$ cat config.mk
export PLATFORM = sky130hd
export DESIGN_NAME = book_rmw_ctrl
export DESIGN_NICKNAME = d
export VERILOG_FILES = /design/src/rtl/book_pkg.sv /design/src/rtl/book_rmw_alu.sv /design/src/rtl/book_rmw_ctrl.sv
export SDC_FILE = /design/constraint.sdc
export NUM_CORES = 1
export LEC_CHECK = 0
export ABC_AREA = 0
export CORE_AREA = 2 2 126 128
export CTS_CLUSTER_SIZE = 14
export DETAILED_ROUTE_END_ITERATION = 10
export DIE_AREA = 0 0 128 130
export PLACE_DENSITY = 0.82
export SETUP_SLACK_MARGIN = 0.1
export SYNTH_ARGS = -nofsm -noshare
export SYNTH_HDL_FRONTEND = slang
export SYNTH_SLANG_ARGS = --single-unit
$ cat constraint.sdc
create_clock -name clk -period 4.69 [get_ports clk]
set_input_delay 0.7035 -clock clk [delete_from_list [all_inputs] [get_ports clk]]
set_output_delay 0.7035 -clock clk [all_outputs]
set_load 0.01 [all_outputs]
$ cat src/rtl/book_pkg.sv
// Shared types and default widths for the order-book read-modify-write controller.
package book_pkg;

    localparam int ADDR_WIDTH_DEF = 10;
    localparam int DATA_WIDTH_DEF = 32;

    typedef logic [ADDR_WIDTH_DEF-1:0] addr_t;
    typedef logic [DATA_WIDTH_DEF-1:0] qty_t;

    typedef enum logic [1:0] {
        CLEAR = 2'd0,
        RUN   = 2'd1,
        DRAIN = 2'd2
    } state_t;

endpackage

$ cat src/rtl/book_rmw_alu.sv
// Combinational quantity update: base + signed delta.
// BOOK_RMW_SAT_EN selects clamping with flags; otherwise the sum wraps and flags stay low.
module book_rmw_alu
    import book_pkg::*;
#(
    parameter int DATA_WIDTH = DATA_WIDTH_DEF
) (
    input  logic [DATA_WIDTH-1:0] base,
    input  logic [DATA_WIDTH-1:0] delta,
    output logic [DATA_WIDTH-1:0] qty,
    output logic                  underflow,
    output logic                  overflow
);

`ifdef BOOK_RMW_SAT_EN
    logic [DATA_WIDTH:0] sum;

    // A set top bit means negative for a negative delta, above max for a positive one.
    always_comb begin
        sum       = {1'b0, base} + {delta[DATA_WIDTH-1], delta};
        qty       = sum[DATA_WIDTH-1:0];
        underflow = 1'b0;
        overflow  = 1'b0;
        if (sum[DATA_WIDTH]) begin
            if (delta[DATA_WIDTH-1]) begin
                qty       = '0;
                underflow = 1'b1;
            end else begin
                qty       = '1;
                overflow  = 1'b1;
            end
        end
    end
`else
    // The low DATA_WIDTH bits of the extended sum equal a plain modular add.
    always_comb begin
        qty       = base + delta;
        underflow = 1'b0;
        overflow  = 1'b0;
    end
`endif

endmodule

$ cat src/rtl/book_rmw_ctrl.sv
// Price-level book controller: read-modify-write over a dual-port BRAM (A reads, B writes),
// with full-book clear sequencing. Saturation is enabled by BOOK_RMW_SAT_EN.
//
// state | meaning
// CLEAR | write 0 to every address via port B, one per cycle; no ops accepted
// RUN   | accept queries and updates, one per cycle, queries first
// DRAIN | clear requested; wait for stage S1 to retire, then CLEAR
module book_rmw_ctrl
    import book_pkg::*;
#(
    parameter int ADDR_WIDTH = ADDR_WIDTH_DEF,
    parameter int DATA_WIDTH = DATA_WIDTH_DEF
) (
    input  logic                  clk,
    input  logic                  rst_n,
    input  logic                  upd_valid,
    output logic                  upd_ready,
    input  logic [ADDR_WIDTH-1:0] upd_addr,
    input  logic [DATA_WIDTH-1:0] upd_delta,
    input  logic                  qry_valid,
    output logic                  qry_ready,
    input  logic [ADDR_WIDTH-1:0] qry_addr,
    output logic                  qry_rdata_valid,
    output logic [DATA_WIDTH-1:0] qry_rdata,
    output logic                  upd_done,
    output logic [DATA_WIDTH-1:0] upd_qty,
    output logic                  upd_underflow,
    output logic                  upd_overflow,
    input  logic                  clr_start,
    output logic                  busy,
    output logic [ADDR_WIDTH-1:0] bram_addr_a,
    input  logic [DATA_WIDTH-1:0] bram_dout_a,
    output logic                  bram_we_b,
    output logic [ADDR_WIDTH-1:0] bram_addr_b,
    output logic [DATA_WIDTH-1:0] bram_din_b
);

    state_t                state_q, state_d;
    logic [ADDR_WIDTH-1:0] clr_cnt_q, clr_cnt_d;
    logic                  s1_valid_q, s1_valid_d;
    logic                  s1_upd_q, s1_upd_d;
    logic [ADDR_WIDTH-1:0] s1_addr_q, s1_addr_d;
    logic [DATA_WIDTH-1:0] s1_delta_q, s1_delta_d;
    logic                  lw_valid_q, lw_valid_d;
    logic [ADDR_WIDTH-1:0] lw_addr_q, lw_addr_d;
    logic [DATA_WIDTH-1:0] lw_data_q, lw_data_d;
    logic                  upd_done_q, upd_done_d;
    logic [DATA_WIDTH-1:0] upd_qty_q, upd_qty_d;
    logic                  upd_uf_q, upd_uf_d;
    logic                  upd_of_q, upd_of_d;

    logic                  run;
    logic                  qry_acc;
    logic                  upd_acc;
    logic                  s1_wr;
    logic                  clr_wr;
    logic [DATA_WIDTH-1:0] base;
    logic [DATA_WIDTH-1:0] alu_qty;
    logic                  alu_uf;
    logic                  alu_of;

    book_rmw_alu #(
        .DATA_WIDTH (DATA_WIDTH)
    ) u_alu (
        .base      (base),
        .delta     (s1_delta_q),
        .qty       (alu_qty),
        .underflow (alu_uf),
        .overflow  (alu_of)
    );

    // A clear request drops both readies in the same cycle it is seen.
    always_comb begin
        run       = (state_q == RUN);
        qry_ready = run && !clr_start;
        upd_ready = run && !clr_start && !qry_valid;
        qry_acc   = qry_valid && qry_ready;
        upd_acc   = upd_valid && upd_ready;
        busy      = !run;

        bram_addr_a = '0;
        if (qry_acc) begin
            bram_addr_a = qry_addr;
        end else if (upd_acc) begin
            bram_addr_a = upd_addr;
        end

        // The BRAM read issued alongside last cycle's write returns stale data; bypass it.
        base = bram_dout_a;
        if (lw_valid_q && (lw_addr_q == s1_addr_q)) begin
            base = lw_data_q;
        end

        s1_wr  = s1_valid_q && s1_upd_q;
        clr_wr = (state_q == CLEAR) && rst_n;

        bram_we_b   = s1_wr || clr_wr;
        bram_addr_b = '0;
        bram_din_b  = '0;
        if (s1_wr) begin
            bram_addr_b = s1_addr_q;
            bram_din_b  = alu_qty;
        end else if (clr_wr) begin
            bram_addr_b = clr_cnt_q;
        end

        qry_rdata_valid = s1_valid_q && !s1_upd_q;
        qry_rdata       = qry_rdata_valid ? base : '0;
    end

    always_comb begin
        state_d   = state_q;
        clr_cnt_d = clr_cnt_q;
        unique case (state_q)
            CLEAR: begin
                clr_cnt_d = clr_cnt_q + ADDR_WIDTH'(1);
                if (clr_cnt_q == '1) begin
                    state_d   = RUN;
                    clr_cnt_d = '0;
                end
            end
            RUN: begin
                if (clr_start) begin
                    state_d = DRAIN;
                end
            end
            DRAIN: begin
                if (!s1_valid_q) begin
                    state_d   = CLEAR;
                    clr_cnt_d = '0;
                end
            end
            default: begin
                state_d   = CLEAR;
                clr_cnt_d = '0;
            end
        endcase

        s1_valid_d = qry_acc || upd_acc;
        s1_upd_d   = upd_acc;
        s1_addr_d  = bram_addr_a;
        s1_delta_d = upd_acc ? upd_delta : '0;

        lw_valid_d = bram_we_b;
        lw_addr_d  = bram_addr_b;
        lw_data_d  = bram_din_b;

        upd_done_d = s1_wr;
        upd_qty_d  = s1_wr ? alu_qty : upd_qty_q;
        upd_uf_d   = s1_wr && alu_uf;
        upd_of_d   = s1_wr && alu_of;
    end

    always_ff @(posedge clk or negedge rst_n) begin
        if (!rst_n) begin
            state_q    <= CLEAR;
            clr_cnt_q  <= '0;
            s1_valid_q <= 1'b0;
            s1_upd_q   <= 1'b0;
            s1_addr_q  <= '0;
            s1_delta_q <= '0;
            lw_valid_q <= 1'b0;
            lw_addr_q  <= '0;
            lw_data_q  <= '0;
            upd_done_q <= 1'b0;
            upd_qty_q  <= '0;
            upd_uf_q   <= 1'b0;
            upd_of_q   <= 1'b0;
        end else begin
            state_q    <= state_d;
            clr_cnt_q  <= clr_cnt_d;
            s1_valid_q <= s1_valid_d;
            s1_upd_q   <= s1_upd_d;
            s1_addr_q  <= s1_addr_d;
            s1_delta_q <= s1_delta_d;
            lw_valid_q <= lw_valid_d;
            lw_addr_q  <= lw_addr_d;
            lw_data_q  <= lw_data_d;
            upd_done_q <= upd_done_d;
            upd_qty_q  <= upd_qty_d;
            upd_uf_q   <= upd_uf_d;
            upd_of_q   <= upd_of_d;
        end
    end

    assign upd_done      = upd_done_q;
    assign upd_qty       = upd_qty_q;
    assign upd_underflow = upd_uf_q;
    assign upd_overflow  = upd_of_q;

endmodule

==> key figures <==
Placed design
  – Placed insts: approximately 1200
  – HPWL after DPL: 15800 microns
  – GPL Wtd Cong: 0.889
  – Port Buffers: 210

Layout
  – Most frequent cells in the layout: 182 x clkdlybuf4s50_1, 132 x dfrtp_1, 132 x buf_4, 64 x nand2_1, 36 x and3_1
  – Share of cells above drive strength 1: 0.350
  – Fin cells: 1276
  – Nets: roughly 1200
  – # fillers: 871
  – Area growth syn-to-layout: 69.2%
  – Register Area: between 0.003 and 0.004 sq mm
  – Area of the multi-input gates: between 0.004 and 0.005 sq mm
  – Commonest non-fill, non-tap cell in the layout: clkdlybuf4s50_1
  – N_diodes: 0

Routing
  – DRT iter0 DRCs: just under 600
  – Residual DRC: 0
  – Vias post-DR: 7525
  – Via/cell ratio: 5.90
  – DR pass1 iterations: 7
  – DR WL/cell: 21.7 microns
  – Antenna viol nets, final: 0
  – Final wirelength: 27600 microns

Synth
  – Ys Warns: 0
  – Ys async rst share: 1.00
  – Post-synthesis sequential area ratio: 0.461
  – Cell taking the most area after synthesis: dfrtp_1
  – Top cell type's share of synthesized area: 0.461
  – Number of synthesized flops with an enable pin: 0
  – Synth Cell Area: 0.00717 sq mm
  – Register bit total from synthesis: 132
  – Netlist cell types: 57
  – Synthesized area per cell: 9.94 sq um
  – Syn Inst Count: 721
  – Primary FF master, synth: dfrtp_1
  – Top post-synthesis cells by area: dfrtp_1 46%, ha_1 6.3%, mux2_2 5.5%

Timing
  – Slew headroom: 0.339
  – Final Max Slew Viols: 0
  – Setup violations, final: 11
  – Setup Skew: about 12 ps
  – Period minus WS final: a little under 5000 ps
  – Least-Margin Pin Slew: 990 ps
  – Tcrit/Tclk final: 1.05
  – F_max: between 200 and 250 MHz
  – Fin. Hold Viols: 0
  – Final WS setup: -215 ps
  – RSZ-0062 raised after global routing: true

Power
  – Switch Pwr: 1.08 mW
  – Int Pwr: roughly 2.5 mW
  – Pwr dens: 297 mW/mm^2
  – Pleak: ~5.8 nW
  – Flop pwr share: 0.350
  – VDD IR-drop max: 0.268 mV
  – Total power: 3.60 mW
  – Net Sw Frac: 0.299
  – Clock share of power: 0.372
  – Combinational Power Share: 0.278

Setup path
  – R2R Setup Slk: 440 ps
  – FF-to-FF Start: lw_addr_q[4]
  – Startpoint types: register
  – CP Class: register to output port
  – CP arrival: 4200 ps
  – Critical-path maximum fanout: 6
  – Worst EP required: 3990 ps
  – Reg-to-reg endpoint: upd_qty[17]
  – Depth of the most critical reg-to-reg path: 22
  – Endpoint class of the critical path: output port

Clock tree
  – Clock Sinks: 132
  – Clock tree buffer depth: 2
  – TritonCTS Buffers: 17
  – CTS tree: done
  – Clock-pin slew on the worst setup and hold paths: roughly 70 ps
  – Post-CTS Hold Fix Bufs: 0
  – Root buf cell: clkbuf_16
  – Clk Latency, worst-skew pair: 440 ps
  – CTS HTree Levels: 4

Die
  – IO Count: 213
  – Die Wd: 128 microns
  – Die area: 0.0166 sq mm
  – Chip height: 130 microns
  – Initial Utilization: 0.465
  – Core Rows: 46
  – Core area: 0.0154 sq mm

Run
  – Total of max-cap violations: 0

Status
  – Failing checks: setup timing
  – Status: finished, violations left

Global routing
  – Initial antenna violation count: 0
  – Number of global-route vias before repair: 7436
  – GRT overflow: 0
  – Pin count of the biggest net entering global routing: 73
  – First-pass GRT wire length: 39000 microns
  – GRT Total Usage: 0.303

Hold path
  – Hold Crit Class: primary input to asynchronous set/reset pin
## routing by layer
metal | up-vias | routed length [microns] | track usage
met1 | 3627 | 9960 | 0.365
li1 | 3274 | - | -
met4 | 0 | 1530 | 0.121
met5 | - | 0 | 0
met2 | 494 | 13600 | 0.520
met3 | 130 | 2540 | 0.0836
## critical path, stage by stage, from the launching register on
cell	delay, ps
dfrtp_1	390
xnor2_1	180
nand3_1	120
nor3_2	250
clkbuf_16	220
buf_6	140
mux2_4	340
ha_4	240
a21o_1	190
a311oi_2	380
o21bai_2	190
nor3_4	290
o31ai_4	130
buf_4	150
a211o_1	310
o21ai_2	80
buf_2	160
## state kept, by name (all words and copies together) (netlist names)
register,flops
upd_qty,32
upd_done,1
s1_upd_q,1
lw_data_q,32
clr_cnt_q,10
state_q,2
lw_valid_q,1
s1_delta_q,32
s1_addr_q,10
lw_addr_q,10
s1_valid_q,1
## worst max-delay path by stage
stage	start	slack [ps]	endpoint	cells after the start
4_1_cts	s1_addr_q[3]	-120	bram_din_b[31]	17
3_3_place_gp	bram_dout_a[0]	-200	bram_din_b[30]	14
5_1_grt	lw_addr_q[5]	-330	bram_din_b[30]	16
6_report	lw_addr_q[4]	-210	bram_din_b[30]	16
2_1_floorplan	s1_addr_q[0]	400	bram_din_b[29]	13
3_5_place_dp	s1_addr_q[7]	-280	bram_din_b[30]	15
## per-stage QoR
stage	TNS, ps	utilization	instance area [sq um]	hold slack (ps)	worst slack, ps
floorplan	0	-	7170	408	405
global placement	-482	0.656	10100	457	-195
detailed placement	-1010	0.656	10100	464	-276
CTS	-731	0.748	11500	473	-118
global route	-3230	0.786	12100	494	-329
finish	-1100	0.786	12100	452	-215
## what timing repair did
item                       in CTS  in global routing
resized for setup             200                107
setup endpoints to repair      27                 28
setup buffers                  39                 21
pin swaps                      51                 55
## layout make-up
type / instances / share of cell area
Multi-Input combinational cell: 542 / 0.381
Timing Repair Buffer: 366 / 0.275
Sequential cell: 132 / 0.272
Clock buffer: 18 / 0.0354
Tap cell: 192 / 0.0198
Clock inverter: 14 / 0.0127
Inverter: 12 / 0.00371
## power by group through the flow
stage	clock network [mW]	registers [mW]	logic, mW
after floorplan	0	1.27	0.357
after global placement	0	1.28	0.696
after detailed placement	0	1.28	0.709
after CTS	1.34	1.26	0.874
after global routing	1.40	1.27	1.05
final	1.34	1.26	1.00
## cell usage after synthesis, types with 3 or more instances
cell,count
and3_1,36
o21ai_0,34
a21oi_1,43
o21a_1,6
inv_1,12
or2_2,3
and4_1,3
xnor2_1,23
a21boi_0,3
nand4_1,9
nor2_1,46
o211ai_1,6
mux2_2,35
a21o_1,34
buf_4,3
a211o_1,3
ha_1,36
o2111ai_1,4
a22o_1,12
o21bai_1,7
and2_1,39
nor4_1,3
o21ai_1,4
xor2_1,10
a31oi_1,6
nor3_1,9
nand3_1,17
mux2i_1,5
dfrtp_1,132
or3_1,3
buf_2,3
clkbuf_1,28
nand2b_1,4
nand2_1,70
a211oi_1,4
## kinds of logic (layout without fill, tap and decap cells)
| group | after synthesis | after routing | synth area share |
|---|---|---|---|
| and+or+nand+nor | 251 | 251 | 0.176 |
| AOI/OAI and AO/OA | 179 | 179 | 0.167 |
| DFF | 132 | 132 | 0.461 |
| buffers and inverters | 48 | 410 | 0.0272 |
| muxes | 40 | 40 | 0.0620 |
| adders and majority gates | 37 | 37 | 0.0656 |
| xor gates and xnor gates | 33 | 33 | 0.0403 |
| other | 1 | 2 | 0.000523 |
Note: power is estimated with default switching activity, not from simulation.
